===== src/rtl/mux_sel_ctrl_pkg.sv =====
// Shared types and default constants for the design-select sequencing controller.
package mux_ctrl_pkg;

    typedef enum logic [2:0] {
        ST_SETTLE,
        ST_QUIESCE,
        ST_SWITCH,
        ST_HOLD_RST,
        ST_RUN
    } mux_ctrl_state_t;

    localparam int DEF_ADDR_W         = 5;
    localparam int DEF_SYNC_STAGES    = 2;
    localparam int DEF_STABLE_CYCLES  = 16;
    localparam int DEF_QUIESCE_CYCLES = 2;
    localparam int DEF_RST_CYCLES     = 8;
    localparam int SW_CNT_W           = 8;

endpackage


===== src/rtl/mux_sel_ctrl_sync_stable.sv =====
// Multi-flop synchronizer for a pad bus plus a saturating counter that reports
// when the synchronized value has held steady for STABLE_CYCLES cycles.
module sync_stable
    import mux_ctrl_pkg::*;
#(
    parameter int W             = DEF_ADDR_W,
    parameter int SYNC_STAGES   = DEF_SYNC_STAGES,
    parameter int STABLE_CYCLES = DEF_STABLE_CYCLES
) (
    input  logic         clk,
    input  logic         rst,
    input  logic [W-1:0] d_i,
    output logic [W-1:0] q_o,
    output logic         stable_o
);

    localparam int CNT_W  = $clog2(STABLE_CYCLES + 1);
    localparam int FILL_W = $clog2(SYNC_STAGES + 1);

    logic [SYNC_STAGES-1:0][W-1:0] sync_q;
    logic [FILL_W-1:0]             fill_q;
    logic [CNT_W-1:0]              cnt_q, cnt_d;
    logic                          filled;
    logic                          changed;

    // The counter stays cleared until the chain has flushed out its reset contents,
    // and clears on the same edge that a new value lands on the output.
    assign filled  = (fill_q == FILL_W'(SYNC_STAGES));
    assign changed = (sync_q[SYNC_STAGES-2] != sync_q[SYNC_STAGES-1]);

    always_comb begin
        cnt_d = cnt_q;
        if (!filled || changed) begin
            cnt_d = '0;
        end else if (cnt_q != CNT_W'(STABLE_CYCLES)) begin
            cnt_d = cnt_q + 1'b1;
        end
    end

    always_ff @(posedge clk or posedge rst) begin
        if (rst) begin
            sync_q <= '0;
            fill_q <= '0;
            cnt_q  <= '0;
        end else begin
            sync_q <= {sync_q[SYNC_STAGES-2:0], d_i};
            if (!filled) begin
                fill_q <= fill_q + 1'b1;
            end
            cnt_q <= cnt_d;
        end
    end

    assign q_o      = sync_q[SYNC_STAGES-1];
    assign stable_o = (cnt_q == CNT_W'(STABLE_CYCLES));

endmodule


===== src/rtl/mux_sel_ctrl.sv =====
// Safe switchover sequencer for the shared design mux: gates outputs, moves the
// select, and holds the newly selected design in reset before releasing it.
module mux_sel_ctrl
    import mux_ctrl_pkg::*;
#(
    parameter int ADDR_W         = DEF_ADDR_W,
    parameter int SYNC_STAGES    = DEF_SYNC_STAGES,
    parameter int STABLE_CYCLES  = DEF_STABLE_CYCLES,
    parameter int QUIESCE_CYCLES = DEF_QUIESCE_CYCLES,
    parameter int RST_CYCLES     = DEF_RST_CYCLES
) (
    input  logic                clk,
    input  logic                rst,
    input  logic [ADDR_W-1:0]   addr_in,
    input  logic                user_rst_n,
    output logic [ADDR_W-1:0]   sel_addr,
    output logic                design_rst_n,
    output logic                out_en,
    output logic                busy,
    output logic [SW_CNT_W-1:0] switch_cnt
);

    localparam int PH_MAX = (QUIESCE_CYCLES > RST_CYCLES) ? QUIESCE_CYCLES : RST_CYCLES;
    localparam int PH_W   = $clog2(PH_MAX + 1);

    mux_ctrl_state_t     state_q;
    logic [ADDR_W-1:0]   addr_s;
    logic                stable;
    logic [SYNC_STAGES-1:0] urst_sync_q;
    logic                urst_s;
    logic [ADDR_W-1:0]   target_q;
    logic [ADDR_W-1:0]   sel_q;
    logic [PH_W-1:0]     phase_q;
    logic                out_en_q;
    logic                busy_q;
    logic                from_settle_q;
    logic [SW_CNT_W-1:0] sw_cnt_q;

    sync_stable #(
        .W             (ADDR_W),
        .SYNC_STAGES   (SYNC_STAGES),
        .STABLE_CYCLES (STABLE_CYCLES)
    ) u_addr_sync (
        .clk      (clk),
        .rst      (rst),
        .d_i      (addr_in),
        .q_o      (addr_s),
        .stable_o (stable)
    );

    always_ff @(posedge clk or posedge rst) begin
        if (rst) begin
            urst_sync_q <= '0;
        end else begin
            urst_sync_q <= {urst_sync_q[SYNC_STAGES-2:0], user_rst_n};
        end
    end
    assign urst_s = urst_sync_q[SYNC_STAGES-1];

    always_ff @(posedge clk or posedge rst) begin
        if (rst) begin
            state_q       <= ST_SETTLE;
            target_q      <= '0;
            sel_q         <= '0;
            phase_q       <= '0;
            out_en_q      <= 1'b0;
            busy_q        <= 1'b1;
            from_settle_q <= 1'b1;
            sw_cnt_q      <= '0;
        end else begin
            case (state_q)
                // Outputs are already gated after reset, so quiescing is skipped.
                ST_SETTLE: begin
                    if (stable) begin
                        target_q      <= addr_s;
                        from_settle_q <= 1'b1;
                        state_q       <= ST_SWITCH;
                    end
                end
                ST_RUN: begin
                    if (stable && (addr_s != sel_q)) begin
                        target_q      <= addr_s;
                        from_settle_q <= 1'b0;
                        phase_q       <= '0;
                        out_en_q      <= 1'b0;
                        busy_q        <= 1'b1;
                        state_q       <= ST_QUIESCE;
                    end
                end
                ST_QUIESCE: begin
                    if (phase_q == PH_W'(QUIESCE_CYCLES - 1)) begin
                        phase_q <= '0;
                        state_q <= ST_SWITCH;
                    end else begin
                        phase_q <= phase_q + 1'b1;
                    end
                end
                ST_SWITCH: begin
                    sel_q   <= target_q;
                    phase_q <= '0;
                    state_q <= ST_HOLD_RST;
                end
                ST_HOLD_RST: begin
                    if (phase_q == PH_W'(RST_CYCLES - 1)) begin
                        out_en_q <= 1'b1;
                        busy_q   <= 1'b0;
                        state_q  <= ST_RUN;
                        if (!from_settle_q) begin
                            sw_cnt_q <= sw_cnt_q + 1'b1;
                        end
                    end else begin
                        phase_q <= phase_q + 1'b1;
                    end
                end
                default: begin
                    state_q <= ST_SETTLE;
                end
            endcase
        end
    end

    assign sel_addr     = sel_q;
    assign out_en       = out_en_q;
    assign design_rst_n = out_en_q & urst_s;
    assign busy         = busy_q;
    assign switch_cnt   = sw_cnt_q;

endmodule


===== config.mk =====
export PLATFORM = sky130hd
export DESIGN_NAME = mux_sel_ctrl
export DESIGN_NICKNAME = d
export VERILOG_FILES = /design/src/rtl/mux_sel_ctrl_pkg.sv /design/src/rtl/mux_sel_ctrl_sync_stable.sv /design/src/rtl/mux_sel_ctrl.sv
export SDC_FILE = /design/constraint.sdc
export NUM_CORES = 1
export LEC_CHECK = 0
export ABC_AREA = 1
export BUFFER_PORTS_ARGS = -buffer_cell sky130_fd_sc_hd__buf_2
export CAP_MARGIN = 20
export CORE_ASPECT_RATIO = 1.4
export CORE_MARGIN = 2
export CORE_UTILIZATION = 55
export DETAILED_ROUTE_END_ITERATION = 8
export PLACE_DENSITY_LB_ADDON = 0.1
export SKIP_CTS_REPAIR_TIMING = 1
export SLEW_MARGIN = 30
export SYNTH_ARGS = -nofsm -noshare
export SYNTH_HDL_FRONTEND = slang
export SYNTH_SLANG_ARGS = --single-unit

===== constraint.sdc =====
create_clock -name clk -period 1.9 [get_ports clk]
set_input_delay 0.19 -clock clk [delete_from_list [all_inputs] [get_ports clk]]
set_output_delay 0.19 -clock clk [all_outputs]
set_load 0.01 [all_outputs]

Yosys cells after proc, flatten, opt, wreduce, memory -nomap -nowiden
Index checks and enable logic that the tools add are counted.
Operators by class
  add/sub/neg operators: 4
  eq/ne operators: 16
  mux-type cells: 22
  bitwise gates (word level): 2
  reductions and logical operators: 13
Operators by type and width (number)
  $mux 5: 4
  $pmux 4 s4: 1
  $pmux 3 s5: 1
  $mux 3: 4
  $mux 4: 3
  $reduce_and 3->1: 4
  $ne 2x2->1 const B: 5
  $ne 5x5->1: 2
  $pmux 5 s2: 1
  $add 8x1->8 const B: 1
  $eq 3x2->1 const B: 2
  $pmux 1 s2: 3
  $reduce_bool 2->1: 3
  $add 5x1->5 const B: 1
  $eq 5x5->1 const B: 1
  $mux 1: 5
  $ne 5x5->1 const B: 1
  $add 4x1->4 const B: 1
  $eq 4x1->1 const B: 1
  $eq 4x3->1 const B: 1
  $reduce_and 4->1: 1
  $reduce_bool 4->1: 1
  $eq 3x1->1 const B: 1
  $eq 3x3->1 const B: 1
  other kinds (8): 8
Storage, ports and cells
  flip-flop bits (word level): 47
  output and inout port bits: 16

Longest topological paths before layout
  word-level depth: 4
  gate-level depth with buffers: 10
  depth with buffers taken out: 10

Modules after synthesis
Synthesis repeated with hierarchy kept, for this count alone.
Second synthesis, totals
  cells, all modules: 262
  area total of the unflattened synthesis: 2321.0 um^2
By module, submodules not included
  mux_sel_ctrl: times used 1, cells an instance 181, area each 1566.5 um^2
  sync_stable: times used 1, cells an instance 81, area each 754.5 um^2

Worst setup path before layout
No wires, ideal clock.
  path type: reg-to-reg
  start point: register u_addr_sync.cnt_q[0]
  end point: register target_q[1]
  setup time: 0.127 ns
  arrival time: 1.251 ns
  required time: 1.773 ns
  setup slack: 0.522 ns
  stages on the path, launching flop included: 9
  path buffers: 1
  cells stage by stage: dfrtp_1 inv_1 ha_1 nand3_1 nand2_1 nand3_2 buf_6 nand2_1 o21ai_0
On the way
  cells in the longest elaborated chain, start to end: 4
RTL lines
  from (decl): RTL line mux_sel_ctrl_sync_stable.sv:22  | logic [CNT_W-1:0] cnt_q, cnt_d;
  from (signal assigned): RTL line mux_sel_ctrl_sync_stable.sv:50  | cnt_q <= cnt_d;
  $eq 5x5->1 (*): RTL line mux_sel_ctrl_sync_stable.sv:55  | assign stable_o = (cnt_q == CNT_W'(STABLE_CYCLES));
  $logic_and 1x1->1: RTL line mux_sel_ctrl.sv:81  | if (stable && (addr_s != sel_q)) begin
  $ne 2x2->1 (no line)
  $reduce_and 3->1 (no line) (*)
  to (signal assigned): RTL line mux_sel_ctrl.sv:75  | target_q <= addr_s;
  to (signal assigned): RTL line mux_sel_ctrl.sv:82  | target_q <= addr_s;
  to (decl): RTL line mux_sel_ctrl.sv:31  | logic [ADDR_W-1:0] target_q;
Mark *: on every way between the ends. The rest lies on a longest branch, timed or not.
A chain may end at the register's enable or synchronous reset.

Worst setup path in the final report
Same ends and word-level chain as after synthesis.

==> metrics.md <==
| Metric | Value |
|---|---|
| Area contributors post-synth | `dfrtp_1 52%, nand2_1 12%, inv_1 4.9%` |
| Layout Area Growth over Synthesis | `15.6%` |
| Syn Area/Cell | `9.12 um^2` |
| Post-synthesis cell area | `0.00215 mm^2` |
| Combinational share of power | `4.0%` |
| Largest net degree at the start of global routing | `42` |
| # nets final | `287` |
| Rows | `26` |
| Share of layout cells above drive strength 1 | `16.1%` |
| Clock transition at path regs | `0.09 ns` |
| Yosys top cell area share | `52.3%` |
| First-pass GRT wire length | `6480 um` |
| Warnings from Yosys | `0` |
| Worst Setup End Kind | `flip-flop` |
| GRT Overall Usage | `18.5%` |
| Top-count cell post-synth | `nand2_1` |
| Worst Hold Class | `input pin to async pin` |
| Synth cell types | `25` |
| Crit path time final | `1.62 ns` |
| Worst Hold Margin | `0.329 ns` |
| Wire length on met2 | `1760 um` |
| Final wirelength | `3570 um` |
| HPWL after DPL | `2670 um` |
| Setup violators final | `0` |
| Initial DRT Pass Iterations | `4` |
| Grt total ovfl | `0` |
| Post-Syn Nets | `250` |
| Clock group share of total power | `35.0%` |
| Max Fanout on Critical Path | `12` |
| Startpoint types | `flip-flop` |
| Run status | `completed` |
| Switching power | `0.374 mW` |
| Iteration-0 DRC count of the detailed router | `27` |
| Share of flip-flops with an asynchronous set or reset | `100%` |
| Initial core utilization | `58.1%` |
| Leakage power | `1.33 nW` |
| RSZ-0062 raised after global routing | `false` |
| Core ar. | `0.00371 mm^2` |
| Number of buffers created by CTS | `5` |
| Initial antenna violation count | `0` |
| Max-slew headroom | `76.4%` |
| Vias in the first global route | `1512` |
| Via count | `1552` |
| Multi-input gate area | `853 um^2` |
| Sequential area share after synthesis | `54.7%` |
| Most used flip-flop cell after synthesis | `dfrtp_1` |
| # clock sinks | `47` |
| Tcrit/Tclk final | `85.3%` |
| Root Buffer | `clkbuf_8` |
| Register bit total from synthesis | `47` |
| Power Dens Cells | `673 mW/mm^2` |
| Routed wl met3 | `117 um` |
| Ant diodes | `0` |
| Worst Tran Pin Value | `0.351 ns` |
| Post-synth top area cell | `dfrtp_1` |
| Switching share of power | `22.3%` |
| Maxcap violations | `0` |
| Critical path startpoint | `u_addr_sync.cnt_q[0]` |
| Detailed-route wire length per cell | `11.3 um` |
| M1 WL | `1630 um` |
| Post-Route Setup TNS | `0 ns` |
| Clock latency on the worst-skew pair | `0.30 ns` |
| Clk buf depth | `2` |
| Gpl congestion | `0.783` |
| Max Slew Vio Count | `0` |
| CP arrival | `1.83 ns` |
| Pint | `1.30 mW` |
| Worst VDD drop | `741 uV` |
| Final Hold Viols | `0` |
| Highest metal used | `met4` |
| I/O Buffers | `23` |
| Syn Inst Count | `236` |
| Fmax | `617 MHz` |
| Flop pwr share | `61.0%` |
| CTS tree | `yes` |
| Worst reg2reg path startpoint | `u_addr_sync.cnt_q[0]` |
| Final Skew | `0.00554 ns` |
| DIE WIDTH | `56.9 um` |
| Post-synth EDFFs | `0` |
| Critical setup path kind | `flip-flop to flip-flop` |
| Antenna Violating Nets Remaining | `0` |
| Die ar. | `0.00444 mm^2` |
| Number of fill cells | `317` |
| # IOs | `24` |
| Crit path required time | `2.11 ns` |
| Die Y | `78.0 um` |
| Commonest cells post-synth | `70 x nand2_1, 45 x dfrtp_1, 28 x inv_1` |
| Post-route DRC | `0` |
| Routed vias/inst | `4.91` |
| Fin util | `67.1%` |
| H-tree Lvls | `2` |
| Seq. cell area | `0.00118 mm^2` |
## final cells by class
cell class / count / area share, %
multi-input combinational: 159 / 34.3
clock inverter: 3 / 0.754
tap: 42 / 2.11
timing repair buffer: 32 / 8.54
sequential: 47 / 47.3
inverter: 28 / 4.22
clock buffer: 5 / 2.76
## cells in the final DEF, fill, tap and decap left out
| cell type | n |
|---|---|
| nand2_1 | 70 |
| dfrtp_1 | 45 |
| inv_1 | 27 |
| buf_2 | 23 |
| nor2_1 | 22 |
| o21ai_0 | 12 |
| xor2_1 | 12 |
| nand3_1 | 7 |
| dlygate4sd3_1 | 7 |
| a21oi_1 | 6 |
| ha_1 | 6 |
| nand4_1 | 5 |
| clkbuf_8 | 5 |
| xnor2_1 | 4 |
| nor2_2 | 2 |
| nand3_2 | 2 |
| o21bai_1 | 2 |
| nor3_1 | 2 |
| dfstp_2 | 2 |
| clkinv_2 | 2 |
| nand3b_1 | 1 |
| nor2_4 | 1 |
| nand3_4 | 1 |
| o22ai_1 | 1 |
| inv_2 | 1 |
| nor2_8 | 1 |
| nand2_4 | 1 |
| o21ai_1 | 1 |
| inv_6 | 1 |
| buf_4 | 1 |
| buf_12 | 1 |
## routing by layer
metal / vias up / global-route usage, %
li1: 809 / -
met1: 717 / 22.9
met2: 20 / 31.3
met3: 6 / 3.79
met4: 0 / 7.21
met5: - / 0
## stage by stage
stage          instances  total power, mW  setup slack, ns  instance area, um^2
3_3_place_gp         301             1.10            0.307                 2330
2_1_floorplan        236             1.07            0.522                 2150
4_1_cts              309             1.70            0.264                 2420
6_report             316             1.67            0.280                 2490
3_5_place_dp         301             1.10            0.296                 2330
5_1_grt              316             1.74            0.103                 2490
## worst max-delay path, stage by stage, from the launching register on
cell     delay, ns
dfrtp_1       0.41
inv_1         0.10
ha_1          0.15
nand3_1       0.21
nand2_1       0.22
nand3_2       0.23
o21ai_0       0.23
## worst paths after layout
path                                  end  slack [ns]  cells past startpoint
max in group asynchronous   from_settle_q        1.07                      4
hold reg to reg            urst_sync_q[1]        0.37                      0
setup reg to reg              target_q[1]        0.28                      6
setup / recovery              target_q[1]        0.28                      6
hold / removal              switch_cnt[4]        0.33                      3
min in group clk           urst_sync_q[1]        0.37                      0
## registers in the layout, summed over array words and instances, names as in the netlist, 2 cells and up
name and count:
phase_q 4, u_addr_sync.q_o 5, urst_sync_q 2, u_addr_sync.fill_q 2, target_q 5, switch_cnt 8, u_addr_sync.sync_q 5, state_q 3
sel_addr 5, u_addr_sync.cnt_q 5
## power by group through the flow
| stage | Clock [mW] | Combinational (mW) | Sequential (mW) |
|---|---|---|---|
| after global placement | 0 | 0.0571 | 1.04 |
| after detailed placement | 0 | 0.0578 | 1.04 |
| after CTS | 0.616 | 0.0581 | 1.02 |
| after global routing | 0.643 | 0.0765 | 1.02 |
| final | 0.586 | 0.0664 | 1.02 |
| after floorplan | 0 | 0.0350 | 1.04 |
## kinds of logic after synthesis
kind of cell             Yosys count  share of synthesized area, %
AO/OA/AOI/OAI                     22                          5.40
AND/OR/NAND/NOR                  115                          24.2
buffers and inverters             30                          5.64
adder cells (fa/ha/maj)            6                          3.49
flip-flops                        47                          54.7
XOR/XNOR                          16                          6.51
No activity file was read; power rests on OpenSTA's default activity.
